### src/rtl/sfx_engine.sv
// Square-wave sound effect engine: background siren sweep plus prioritised
// one-shot effects (chomp, death, beep) with pause-freeze and stall-mute.
module sfx_engine #(
   parameter int TONE_W      = 23,
   parameter int DIV_W       = 15,
   parameter int RAMP_W      = 7,
   parameter int DUR_W       = 24,
   parameter int CHOMP_LEN   = 2500000,
   parameter int DEATH_LEN   = 12500000,
   parameter int BEEP_LEN    = 1250000,
   parameter int CHOMP_DIV_A = 12000,
   parameter int CHOMP_DIV_B = 9000,
   parameter int CHOMP_BIT   = 19,
   parameter int DEATH_BASE  = 6000,
   parameter int DEATH_SHIFT = 10,
   parameter int BEEP_DIV    = 4000
) (
   input  logic       clk,
   input  logic       RST,
   input  logic       pause,
   input  logic       stall,
   input  logic       siren_en,
   input  logic       trig,
   input  logic [1:0] sfx_sel,
   output logic       speaker,
   output logic       busy,
   output logic       done
);

   typedef enum logic [2:0] {IDLE, SIREN, CHOMP, DEATH, BEEP} state_t;

   localparam int SUM_W = DUR_W + DIV_W + 1;
   localparam logic [DUR_W-1:0] CHOMP_LAST = DUR_W'(CHOMP_LEN - 1);
   localparam logic [DUR_W-1:0] DEATH_LAST = DUR_W'(DEATH_LEN - 1);
   localparam logic [DUR_W-1:0] BEEP_LAST  = DUR_W'(BEEP_LEN - 1);

   state_t              state, state_nxt, base_st, req_st;
   logic [TONE_W-1:0]   tone;
   logic [DUR_W-1:0]    elapsed;
   logic [DIV_W-1:0]    divcnt, div;
   logic [RAMP_W-1:0]   ramp;
   logic [SUM_W-1:0]    death_sum;
   logic                shot, finish, restart;

   function automatic logic [1:0] prio(input state_t s);
      case (s)
         DEATH:   prio = 2'd3;
         CHOMP:   prio = 2'd2;
         BEEP:    prio = 2'd1;
         default: prio = 2'd0;
      endcase
   endfunction

   assign shot = state inside {CHOMP, DEATH, BEEP};

   // NOTE: every output of a combinational block is assigned a default first so no latch is inferred.
   always_comb begin
      base_st   = siren_en ? SIREN : IDLE;
      req_st    = BEEP;
      finish    = 1'b0;
      restart   = 1'b0;
      case (sfx_sel)
         2'd1:    req_st = CHOMP;
         2'd2:    req_st = DEATH;
         default: req_st = BEEP;
      endcase
      case (state)
         CHOMP:   finish = (elapsed == CHOMP_LAST);
         DEATH:   finish = (elapsed == DEATH_LAST);
         BEEP:    finish = (elapsed == BEEP_LAST);
         default: finish = 1'b0;
      endcase
      state_nxt = (shot && !finish) ? state : base_st;
      if (trig) begin
         if (sfx_sel == 2'd0) begin
            if (shot) state_nxt = base_st;
         end else if (!shot || prio(req_st) >= prio(state)) begin
            state_nxt = req_st;
            restart   = 1'b1;
         end
      end
   end

   // Half-period for the current state; the death glide saturates instead of wrapping.
   always_comb begin
      ramp      = tone[TONE_W-1] ? tone[TONE_W-2 -: RAMP_W] : ~tone[TONE_W-2 -: RAMP_W];
      death_sum = SUM_W'(DEATH_BASE) + SUM_W'(elapsed >> DEATH_SHIFT);
      div       = '0;
      case (state)
         SIREN:   div = DIV_W'({2'b01, ramp}) << (DIV_W - 2 - RAMP_W);
         CHOMP:   div = elapsed[CHOMP_BIT] ? DIV_W'(CHOMP_DIV_B) : DIV_W'(CHOMP_DIV_A);
         DEATH:   div = (death_sum[SUM_W-1:DIV_W] != '0) ? '1 : death_sum[DIV_W-1:0];
         BEEP:    div = DIV_W'(BEEP_DIV);
         default: div = '0;
      endcase
   end

   // NOTE: state registers use non-blocking assignments so every register samples pre-edge values.
   always_ff @(posedge clk or posedge RST) begin
      if (RST) begin
         state   <= IDLE;
         tone    <= '0;
         elapsed <= '0;
         divcnt  <= '0;
         speaker <= 1'b0;
         busy    <= 1'b0;
         done    <= 1'b0;
      end else if (pause) begin
         speaker <= 1'b0;
         done    <= 1'b0;
      end else begin
         state   <= state_nxt;
         busy    <= state_nxt inside {CHOMP, DEATH, BEEP};
         done    <= finish;
         elapsed <= (shot && !restart && state_nxt == state) ? elapsed + 1'b1 : '0;
         if (state == SIREN) tone <= stall ? '0 : tone + 1'b1;
         // Entering a state only clears the divider; the first toggle lands one cycle later.
         if (restart || state_nxt != state) begin
            divcnt <= '0;
         end else if (state == IDLE || (state == SIREN && stall)) begin
            divcnt  <= '0;
            speaker <= 1'b0;
         end else if (divcnt == '0) begin
            divcnt  <= div;
            speaker <= ~speaker;
         end else begin
            divcnt <= divcnt - 1'b1;
         end
      end
   end

endmodule

### config.mk
export PLATFORM = sky130hd
export DESIGN_NAME = sfx_engine
export DESIGN_NICKNAME = d
export VERILOG_FILES = /design/src/rtl/sfx_engine.sv
export SDC_FILE = /design/constraint.sdc
export NUM_CORES = 1
export LEC_CHECK = 0
export CORE_MARGIN = 1.5
export CORE_UTILIZATION = 53
export DETAILED_ROUTE_END_ITERATION = 8
export PLACE_DENSITY_LB_ADDON = 0.12
export SYNTH_ARGS = -nofsm -noshare
export SYNTH_HDL_FRONTEND = slang
export SYNTH_SLANG_ARGS = --single-unit
### constraint.sdc
create_clock -name clk -period 9.9 [get_ports clk]
set_input_delay 1.485 -clock clk [delete_from_list [all_inputs] [get_ports clk]]
set_output_delay 1.485 -clock clk [all_outputs]
set_load 0.05 [all_outputs]
Word-level counts from Yosys, hierarchy flattened. Cells that the tools add are included. W data, S select, Z words.

Register bits after elaboration: 68. Input bits: 8. Logic and storage cells: 83.

Reductions and logical operators: 19. Mux-type cells: 31. Magnitude comparators: 1. Bitwise operators: 3. Eq/ne operators: 18. Add/sub/neg operators: 4.

Operator list (count): $mux W15 (4); $pmux W15 S4 (1); $reduce_bool A25 Y1 const A (1); $add A24 B1 Y24 const B (1); $eq A24 B21 Y1 const B (1); $eq A24 B22 Y1 const B (1); $eq A24 B24 Y1 const B (1); $mux W24 (1); $add A23 B1 Y23 const B (1); $mux W23 (1); $eq A3 B2 Y1 const B (6); $add A13 B14 Y15 const A (1); $logic_not A15 Y1 (1); $mux W3 (5); $sub A15 B1 Y15 const B (1); $mux W12 (1); $pmux W2 S3 (2); $eq A3 B3 Y1 const B (3); $mux W1 (9); $reduce_bool A3 Y1 (3); $mux W2 (4); $mux W7 (1); $not A7 Y7 (1); $pmux W3 S2 (1); other kinds (15) (24).

Logic depth before layout (Yosys ltp). Gate-level depths: netlist of run 1.

Word-level depth: 15. Depth in mapped cells: 14. Depth with buffers taken out: 11.

Least setup slack after synthesis of run 1. No wires, ideal clock.

Path type: input-to-reg. Start point: in sfx_sel[0]. End point: reg divcnt[3]. Buffers on the path: 1. Setup slack: 6267 ps. Library setup time: 82 ps. Arrival: 3551 ps. Stages: 10. Required time: 9818 ps. Cell sequence: inv_1 ha_1 ha_1 a221oi_4 nor3_2 a221o_1 a31oi_4 buf_6 a41oi_1 o22ai_1.

Longest elaborated chain between the ends: 14. Elaborated cells on any way between the ends: 21.

RTL lines: start, declared (line 24) `input logic [1:0] sfx_sel,`; $eq A2 B2 Y1 / $eq A2 B1 Y1 (equally long branches) (line 62) `case (sfx_sel)`; $pmux W3 S2 (line 62); $eq A3 B3 Y1 / $eq A3 B2 Y1 (equally long branches) (line 46) `case (s)`; $pmux W2 S3 (line 46); $mux W2 (line 75) `if (sfx_sel == 2'd0) begin`; $mux W2 (line 74) `if (trig) begin`; $ge A2 B2 Y1 (line 77) `end else if (!shot || prio(req_st) >= prio(state)) begin`; $logic_or A1 B1 Y1 (line 77); $mux W3 (line 77); $mux W3 (line 75); $mux W3 (line 74); $ne A3 B3 Y1 (line 118) `if (restart || state_nxt != state) begin`; $logic_or A1 B1 Y1 (*) (line 118); $mux W15 (*) (line 118); end signal, assigned (line 124) `divcnt <= div;`; end signal, assigned (line 127) `divcnt <= divcnt - 1'b1;`; end, declared (line 40) `logic [DIV_W-1:0] divcnt, div;`.

Every way passes the cells marked *; elsewhere a longest branch is shown, timed or not. The select of a mux whose other input is x is not followed. A chain may end at the register's enable or synchronous reset.

Final worst setup path of run 1.
Start point: reg state[1]. End point: reg elapsed[20].

Longest elaborated chain between the ends: 13. Elaborated cells on any way between the ends: 26.

RTL lines: start, declared (line 37) `state_t state, state_nxt, base_st, req_st;`; start signal, assigned (line 112) `state <= state_nxt;`; parallel branches: the longest is 11 deep, another holds $ge A2 B2 Y1; $logic_and A1 B1 Y1 (*) (line 115) `elapsed <= (shot && !restart && state_nxt == state) ? elapsed + 1'b1 : '0;`; $mux W24 (*) (line 115); end signal, assigned (line 115); end, declared (line 39) `logic [DUR_W-1:0] elapsed;`.

Every way passes the cells marked *. The select of a mux whose other input is x is not followed.

==> results of run 1 <==
## path summary, 6_finish.rpt
check / slack (ns) / cells past startpoint / end / startpoint
setup / recovery: 5.42 / 11 / elapsed[20]$_DFFE_PP0N_ / state[1]$_DFFE_PP0N_
hold / removal: 0.50 / 2 / divcnt[1]$_DFFE_PP0N_ / divcnt[1]$_DFFE_PP0N_
setup reg to reg: 5.42 / 11 / elapsed[20]$_DFFE_PP0N_ / state[1]$_DFFE_PP0N_
hold reg to reg: 0.50 / 2 / divcnt[1]$_DFFE_PP0N_ / divcnt[1]$_DFFE_PP0N_
max in group asynchronous: 7.65 / 3 / divcnt[11]$_DFFE_PP0N_ / RST
min in group asynchronous: 1.71 / 3 / elapsed[13]$_DFFE_PP0N_ / RST
## cell type report
class                      count  area (um^2)
sequential                    68         1700
inverter                      29          109
multi-input combinational    392         2510
tap                          105          131
timing repair buffer          12          115
fill                         745         3370
clock buffer                  10          138
clock inverter                 6         93.8
## per-layer routing
metal | GRT usage | share of wire | vias to the layer above
li1 | - | - | 1810
met1 | 0.366 | 0.48 | 1825
met2 | 0.367 | 0.45 | 101
met3 | 0.0354 | 0.049 | 14
met4 | 0.0883 | 0.015 | 0
met5 | 0 | 0 | -
## flip-flops by register name, summed over array words and instances, names as in the netlist
name,flops
state,3
busy,1
tone,23
done,1
divcnt,15
speaker,1
elapsed,24
## tightest hold or removal path: stages, from the launching register on
cell,delay (ns)
dfrtp_1,0.35
nand2_1,0.05
o21ai_1,0.06
## per-stage QoR
step / cells / setup WS, ns / instance area (um^2) / utilization
finish: 622 / 5.42 / 4800 / 0.587
global route: 622 / 5.11 / 4800 / 0.587
CTS: 622 / 5.47 / 4800 / 0.587
detailed placement: 606 / 5.27 / 4570 / 0.559
global placement: 606 / 5.33 / 4570 / 0.559
floorplan: 517 / 6.27 / 4460 / -
## kinds of logic after synthesis
| group | Yosys count | share of synthesized area |
|---|---|---|
| flops | 68 | 0.381 |
| xor+xnor | 54 | 0.106 |
| mux | 4 | 0.00925 |
| buf+inv | 57 | 0.0555 |
| compound gates | 100 | 0.161 |
| fa+ha+maj | 11 | 0.0308 |
| simple gates | 223 | 0.256 |
## where the power goes
part           internal, mW  switching [mW]  total (mW)  leakage [nW]
Combinational         0.202           0.377       0.580         0.982
Clock                 0.151           0.116       0.267         0.114
Sequential            0.313          0.0488       0.362         0.937
Total                 0.667           0.542        1.21          2.03
## cell usage in the layout (no fill, tap or decap), drive strengths merged, types with 7 or more instances in the layout
cell type       n
clkdlybuf4s50  10
nand3          20
nor4            7
clkbuf         10
a21oi          22
nand2          52
o21ai          25
o22ai           9
nand4           8
nor3           12
and3            8
o211ai          7
xnor2          22
dfrtp          68
ha             11
xor2           32
nand2b          7
nor2           71
inv            32
==> summary.md, run 1 <==
| Metric | Value |
|---|---|
| DR pass1 iterations | 5 |
| Post-CTS Setup Inserts | 0 |
| CTS Buf Count | 9 |
| Starting Density | 0.546 |
| CTS tree | yes |
| Antenna Cells | 0 |
| Hold WC Path Type | reg -> reg |
| Worst-path clk slew | 0.08 ns |
| Sequential cell area fraction in the yosys report | 0.381 |
| First-pass GRT wire length | 17300 um |
| Post-CTS Hold Fix Bufs | 0 |
| Max incr delay on CP | 0.85 ns |
| Remaining DRCs | 0 |
| TNS Setup | 0 ns |
| Worst ir drop on vdd | 203 uV |
| Routed Antenna Nets | 0 |
| CTS H-tree lvls | 3 |
| Largest net degree at the start of global routing | 69 |
| Share of cells above drive strength 1 | 0.0754 |
| CP bufs+invs | 1 |
| Largest delay contributor family on the critical path | simple AND/OR/NAND/NOR gates |
| Initial DRC Count | 253 |
| Post-Route WL | 10200 um |
| Actual slew at the worst max-slew pin | 0.928 ns |
| Synthesized area | 4460 um^2 |
| Die Wd | 94.8 um |
| CP endpoint kind | flop |
| Period utilization | 0.453 |
| Crit Path Max Fanout | 23 |
| DR vias | 3750 |
| Std cell rows | 33 |
| Die area | 8980 um^2 |
| Register bit total from synthesis | 68 |
| Clk sinks | 68 |
| Netlist cell types | 73 |
| Root Buffer | clkbuf_8 |
| Initial antenna violation count | 0 |
| CP startpoint kind | flop |
| GPL Wtd Cong | 0.881 |
| Post-synth top area cell | dfrtp_1 |
| Primary FF master, synth | dfrtp_1 |
| DR vias/cell | 6.03 |
| Most common cell on crit path | nor2_1 |
| Max Clock Skew | 0.0108 ns |
| Nets | 531 |
| Tmin final | 4.48 ns |
| Total Power | 1.21 mW |
| # setup viols final | 0 |
| I/O pin count | 11 |
| Max-slew headroom at the worst pin | 0.380 |
| Post-synth EDFFs | 0 |
| Unrepaired setup endpoints after global routing | false |
| Commonest cells in the netlist | nor2_1, dfrtp_1, nand2_1 |
| Max-cap viol count | 0 |
| Async set-reset flop share out of synthesis | 1.00 |
| Status | finished clean |
| Syn Nets | 536 |
| Synth area leaders | dfrtp_1, xor2_1, nor2_1 |
| Yosys Warn Count | 0 |
| Max clock buf depth | 2 |
| DIE HEIGHT | 94.8 um |
| Leak pwr | 2.03 nW |
| CTS resizes | 0 |
| Data required time at the worst endpoint | 10.09 ns |
| Max Freq | 0.223 GHz |
| Critical path arrival | 4.68 ns |
| Global Route Usage Sum | 0.248 |
| Setup CP Type | reg -> reg |
| Post-DR wirelength/cell | 16.3 um |
| Share of Yosys cell area claimed by the top area cell type | 0.381 |
| Final count of pins violating max slew | 0 |
| Gr ovfl total | 0 |
| Area growth from synthesis to layout | 7.60% |
| Critical Path Slowest Stage Cell | dfrtp_1 |
| Synthesized netlist cell count | 517 |
| Final hold slack | 0.496 ns |
| Final Hold Viols | 0 |
| Count leader, synth | nor2_1 |
| HPWL after DPL | 7010 um |
| Port bufs | 10 |
| Clock Latency Late Sink | 0.35 ns |
| Critical Path, Cell by Cell | nand3b_2 > inv_1 > ha_1 > or4b_1 > a211oi_1 > o211ai_1 > or2_1 > o211ai_2 > nor2_1 > nor2_2 > nor2_1 |
| Vias in the first global route | 3439 |
| Total power per unit cell area | 252 nW/um^2 |
| Std-Cell Core Area | 8180 um^2 |
| Syn avg cell area | 8.63 um^2 |
Power figures use the tool's default switching activity.
==> run 2, diff against run 1 <==
Clock period 9.9 ns to 3.85 ns, I/O delays scaled along.
==> summary.md, run 2 (synthesis gave the netlist of run 1 again) <==
| Metric | Value |
|---|---|
| Antenna Cells | 0 (unchanged) |
| Final-layout fill cell count | 738 (-0.94%) |
| Most frequent cells in the layout | nor2_1, dfrtp_1, nand2_1, xor2_1, inv_1 |
| Max Clock Skew | 0.0101 ns (-0.000757 ns) |
| CP startpoint kind | flop |
| Nets | 540 (+1.7%) |
| Min-Delay Path Depth | 1 (-1) |
| Final count of pins violating max slew | 0 (unchanged) |
| Die Wd | 94.8 um (unchanged) |
| Leak pwr | 2.07 nW (+1.9%) |
| Total Power | 3.08 mW (+150%) |
| Critical path arrival | 3.76 ns (-0.92 ns) |
| CTS tree | yes |
| Critical Path, Cell by Cell | buf_4 > or3b_1 > nand2_1 > ha_1 > nand2b_1 > a221oi_4 > nor2_1 > nor2b_1 > o211ai_1 > a31oi_4 > nand2_4 > o311ai_1 |
| CP bufs+invs | 1 (unchanged) |
| Remaining DRCs | 0 (unchanged) |
| Clk sinks | 68 (unchanged) |
| Post-Place Setup Slack | 0.143 ns (-5.13 ns) |
| Post-CTS Setup Inserts | 0 (unchanged) |
| Std-Cell Core Area | 8180 um^2 (unchanged) |
| Actual slew at the worst max-slew pin | 0.861 ns (-0.0679 ns) |
| First-pass GRT wire length | 17600 um (+1.6%) |
| Max incr delay on CP | 0.46 ns (-0.39 ns) |
| Initial DRC Count | 285 (+13%) |
| Max reg flops | 24 (unchanged) |
| Unrepaired setup endpoints after global routing | false |
| Worst ir drop on vdd | 518 uV (+160%) |
| Crit path depth | 12 (+1) |
| Setup CP Type | reg -> reg |
| # setup viols final | 0 (unchanged) |
| DR pass1 iterations | 5 (unchanged) |
| Vias in the first global route | 3609 (+4.9%) |
| Max clock buf depth | 2 (unchanged) |
| FF-to-FF path depth | 12 (+1) |
| Data required time at the worst endpoint | 4.09 ns (-6.00 ns) |
| DR vias/cell | 5.90 (-2.1%) |
| Share of cells above drive strength 1 | 0.0913 (+0.0158) |
| Post-DR wirelength/cell | 16.6 um (+1.6%) |
| Die area | 8980 um^2 (unchanged) |
| Reg2Reg Setup Slack | 0.34 ns (-5.08 ns) |
| Std cell rows | 33 (unchanged) |
| Regs by FF count | elapsed (24), tone (23), divcnt (15) |
| Total power per unit cell area | 634 nW/um^2 (+150%) |
| Final Hold Viols | 0 (unchanged) |
| Global Route Usage Sum | 0.252 (+0.00487) |
| Critical path endpoint | divcnt[13]$_DFFE_PP0N_ |
| Period utilization | 0.913 (+0.460) |
| Largest net degree at the start of global routing | 41 (-41%) |
| Port bufs | 10 (unchanged) |
| Largest delay contributor family on the critical path | compound AO/OA/AOI/OAI gates |
| Worst Setup SP | state[1]$_DFFE_PP0N_ |
| Tmin final | 3.51 ns (-0.967 ns) |
| Reg2reg start | state[1]$_DFFE_PP0N_ |
| CTS H-tree lvls | 3 (unchanged) |
| DIE HEIGHT | 94.8 um (unchanged) |
| Commonest non-fill, non-tap cell in the layout | nor2_1 |
| Final WS setup | 0.337 ns (-5.08 ns) |
| Post-CTS Hold Fix Bufs | 0 (unchanged) |
| Max-cap viol count | 0 (unchanged) |
| TNS Setup | 0 ns (unchanged) |
| Starting Density | 0.546 (unchanged) |
| GPL Wtd Cong | 0.888 (+0.83%) |
| Crit Path Max Fanout | 17 (-26%) |
| Routed Antenna Nets | 0 (unchanged) |
| Initial antenna violation count | 0 (unchanged) |
| DR vias | 3725 (-0.67%) |
| Max-slew headroom at the worst pin | 0.421 (+0.0406) |
| Max Freq | 0.285 GHz (+28%) |
| CP endpoint kind | flop |
| Worst-path clk slew | 0.07 ns (about the same) |
| Biggest register | elapsed |
| HPWL after DPL | 7340 um (+4.8%) |
| CTS resizes | 0 (unchanged) |
| I/O pin count | 11 (unchanged) |
| Hold WC Path Type | reg -> reg |
| Critical Path Slowest Stage Cell | dfrtp_1 |
| Root Buffer | clkbuf_8 |
| Status | finished clean |
| Clock Latency Late Sink | 0.35 ns (about the same) |
| Post-Route WL | 10500 um (+3.0%) |
| Area growth from synthesis to layout | 8.75% |
| RR Endpoint | divcnt[13]$_DFFE_PP0N_ |
| Gr ovfl total | 0 (unchanged) |
| CTS Buf Count | 9 (unchanged) |
## run 2: cell types whose count changed in the layout (fill, tap and decap cells not counted)
cell	previous run	this run
clkbuf_8	10	9
clkinv_2	0	3
clkinv_4	0	1
buf_4	2	11
inv_6	3	0
## run 2: through the flow
stage                     instance area (um^2)  utilization  hold WS [ns]  cells
after detailed placement                  4640        0.567         0.501    615
after floorplan                           4460            -         0.459    517
after CTS                                 4850        0.594         0.510    631
after global routing                      4850        0.594         0.542    631
after global placement                    4640        0.567         0.481    615
final                                     4850        0.594         0.506    631
## run 2: worst min-delay path by stage
stage                       endpoint                  start
2_1_floorplan  divcnt[1]$_DFFE_PP0N_  divcnt[1]$_DFFE_PP0N_
3_3_place_gp   divcnt[1]$_DFFE_PP0N_  divcnt[1]$_DFFE_PP0N_
3_5_place_dp     tone[0]$_DFFE_PP0P_    tone[0]$_DFFE_PP0P_
4_1_cts          tone[0]$_DFFE_PP0P_    tone[0]$_DFFE_PP0P_
5_1_grt          tone[0]$_DFFE_PP0P_    tone[0]$_DFFE_PP0P_
6_report         tone[0]$_DFFE_PP0P_    tone[0]$_DFFE_PP0P_
## run 2: final cells by class
type | instances | area [um^2] | share of cell area
tap | 105 | 131 | 0.0271
clock buffer | 9 | 124 | 0.0255
clock inverter | 7 | 91.3 | 0.0188
sequential | 68 | 1700 | 0.351
multi-input combinational | 392 | 2510 | 0.518
timing repair buffer | 21 | 183 | 0.0376
inverter | 29 | 109 | 0.0224
## run 2: layer usage
metal	up-vias	share of wire	global-route usage
li1	1817	-	-
met4	0	0.0097	0.0759
met1	1814	0.49	0.355
met5	-	0	0
met2	86	0.46	0.390
met3	8	0.042	0.0523
## run 2: power breakdown
part / total [mW] / switching, mW / internal [mW]
combinational: 1.53 / 0.986 / 0.540
sequential: 0.902 / 0.0958 / 0.806
clock: 0.650 / 0.288 / 0.362
total: 3.08 / 1.37 / 1.71
==> run 3, diff against run 2 <==
Settings changed: CORE_UTILIZATION 53 to 40.
==> summary.md, run 3 (synthesis gave the netlist of run 1 again) <==
| Metric | Value |
|---|---|
| Max-slew headroom at the worst pin | 0.453 (+0.0319) |
| CTS tree | yes |
| Routed Antenna Nets | 0 (unchanged) |
| Clk sinks | 68 (unchanged) |
| Largest net degree at the start of global routing | 38 (-7.3%) |
| Worst Setup SP | state[2]$_DFFE_PP0N_ |
| Most frequent cells in the layout | nor2_1, dfrtp_1, nand2_1, xor2_1, inv_1 |
| Root Buffer | clkbuf_8 |
| Data required time at the worst endpoint | 4.09 ns (about the same) |
| DIE HEIGHT | 109 um (+15%) |
| FF-to-FF path depth | 12 (unchanged) |
| Die area | 11800 um^2 (+31%) |
| Std-Cell Core Area | 10800 um^2 (+33%) |
| Global Route Usage Sum | 0.200 (-0.0523) |
| Clock Latency Late Sink | 0.36 ns (about the same) |
| CP endpoint kind | flop |
| Critical path arrival | 3.64 ns (-0.12 ns) |
| Share of cells above drive strength 1 | 0.0947 (+0.00344) |
| Commonest non-fill, non-tap cell in the layout | nor2_1 |
| Worst-path clk slew | 0.08 ns (about the same) |
| # setup viols final | 0 (unchanged) |
| Hold WC Path Type | reg -> reg |
| CTS resizes | 0 (unchanged) |
| Remaining DRCs | 0 (unchanged) |
| CTS H-tree lvls | 3 (unchanged) |
| Total power per unit cell area | 633 nW/um^2 (-0.28%) |
| Sequential cell area | 1700 um^2 (unchanged) |
| Final instance area | 4900 um^2 (+1.1%) |
| Unrepaired setup endpoints after global routing | false |
| Gr ovfl total | 0 (unchanged) |
| DR pass1 iterations | 6 (+1) |
| Reg2Reg Setup Slack | 0.45 ns (+0.11 ns) |
| Most common cell on crit path | nor2_1 |
| Final count of pins violating max slew | 0 (unchanged) |
| Initial antenna violation count | 0 (unchanged) |
| Period utilization | 0.884 (-0.0286) |
| Port bufs | 10 (unchanged) |
| Actual slew at the worst max-slew pin | 0.819 ns (-0.0411 ns) |
| HPWL after DPL | 7830 um (+6.7%) |
| TNS Setup | 0 ns (unchanged) |
| Post-DR wirelength/cell | 16.3 um (-1.7%) |
| Starting Density | 0.412 (-0.134) |
| Max incr delay on CP | 0.50 ns (+0.04 ns) |
| Post-Place Setup Slack | 0.199 ns (+0.0557 ns) |
| Crit path depth | 12 (unchanged) |
| Antenna Cells | 0 (unchanged) |
| Setup CP Type | reg -> reg |
| CP bufs+invs | 2 (+1) |
| Leak pwr | 2.07 nW (about the same) |
| Largest delay contributor family on the critical path | simple AND/OR/NAND/NOR gates |
| Crit Path Max Fanout | 22 (+5) |
| Die Wd | 109 um (+15%) |
| Max clock buf depth | 2 (unchanged) |
| Critical path endpoint | elapsed[8]$_DFFE_PP0N_ |
| Vias in the first global route | 3533 (-2.1%) |
| Biggest register | elapsed |
| Regs by FF count | elapsed (24), tone (23), divcnt (15) |
| Total placed instance area | 4700 um^2 (+1.3%) |
| DR vias | 3712 (-0.35%) |
| CTS Buf Count | 9 (unchanged) |
| Initial DRC Count | 191 (-33%) |
| DR vias/cell | 5.56 (-5.9%) |
| Reg2reg start | state[2]$_DFFE_PP0N_ |
| Critical Path, Cell by Cell | nand3b_2 > inv_1 > ha_1 > or4b_1 > a211oi_1 > o211ai_1 > or2_1 > o211ai_2 > nor2_1 > nor2_2 > buf_4 > nor2_1 |
| Std cell rows | 38 (+15%) |
| Util after Layout | 0.452 (-0.141) |
| Max-cap viol count | 0 (unchanged) |
| Worst ir drop on vdd | 352 uV (-32%) |
| Critical Path Slowest Stage Cell | or4b_1 |
| Status | finished clean |
| First-pass GRT wire length | 18100 um (+3.2%) |
| Tmin final | 3.40 ns (-0.110 ns) |
| GPL Wtd Cong | 0.863 (-2.9%) |
| Post-CTS Hold Fix Bufs | 0 (unchanged) |
| Final-layout fill cell count | 1094 (+48%) |
| RR Endpoint | elapsed[8]$_DFFE_PP0N_ |
| Area growth from synthesis to layout | 9.93% |
| Nets | 542 (+0.37%) |
| Max Freq | 0.294 GHz (+3.2%) |
| Post-Route WL | 10900 um (+4.0%) |
| Final Hold Viols | 0 (unchanged) |
| Post-CTS Setup Inserts | 0 (unchanged) |
| Max Clock Skew | 0.0119 ns (+0.00177 ns) |
| I/O pin count | 11 (unchanged) |
| Max reg flops | 24 (unchanged) |
| CP startpoint kind | flop |
| Area of the multi-input gates | 2510 um^2 (unchanged) |
| Final WS setup | 0.447 ns (+0.110 ns) |
## run 3: cell types whose count changed in the layout (fill, tap and decap cells not counted), sizes merged
cell	before	now
buf	11	13
clkbuf	9	10
inv	29	30
clkinv	4	2
clkinvlp	1	2
bufinv	2	1
## run 3: metrics by stage
stage | hold WS, ns | std cells | power [mW]
global placement | 0.480 | 652 | 2.46
CTS | 0.518 | 668 | 3.10
global route | 0.544 | 668 | 3.33
floorplan | 0.459 | 517 | 2.07
finish | 0.512 | 668 | 3.10
detailed placement | 0.500 | 652 | 2.46
## run 3: metal layers
layer,track usage,routed length (um),up-vias
met5,0,0,-
met4,0.0771,76,0
met3,0.0347,408,6
met2,0.312,4950,77
met1,0.277,5450,1805
li1,-,-,1824
## run 3: layout make-up
class,count,share of cell area
timing repair buffer,23,0.0403
clock inverter,6,0.0145
multi-input combinational,392,0.512
inverter,29,0.0222
tap,140,0.0357
sequential,68,0.347
clock buffer,10,0.0281
## run 3: power by group
group	switching (mW)	internal, mW	leakage, nW
logic	1.00	0.572	1.04
clock network	0.310	0.321	0.0991
registers	0.0943	0.806	0.937
## run 3: worst min path at each step
stage | slack, ns | start | end | cells after the start
finish | 0.51 | tone[0]$_DFFE_PP0P_ | tone[0]$_DFFE_PP0P_ | 1
global route | 0.54 | tone[0]$_DFFE_PP0P_ | tone[0]$_DFFE_PP0P_ | 1
CTS | 0.52 | divcnt[8]$_DFFE_PP0N_ | divcnt[8]$_DFFE_PP0N_ | 2
detailed placement | 0.50 | divcnt[8]$_DFFE_PP0N_ | divcnt[8]$_DFFE_PP0N_ | 2
global placement | 0.48 | divcnt[1]$_DFFE_PP0N_ | divcnt[1]$_DFFE_PP0N_ | 2
floorplan | 0.46 | divcnt[1]$_DFFE_PP0N_ | divcnt[1]$_DFFE_PP0N_ | 2
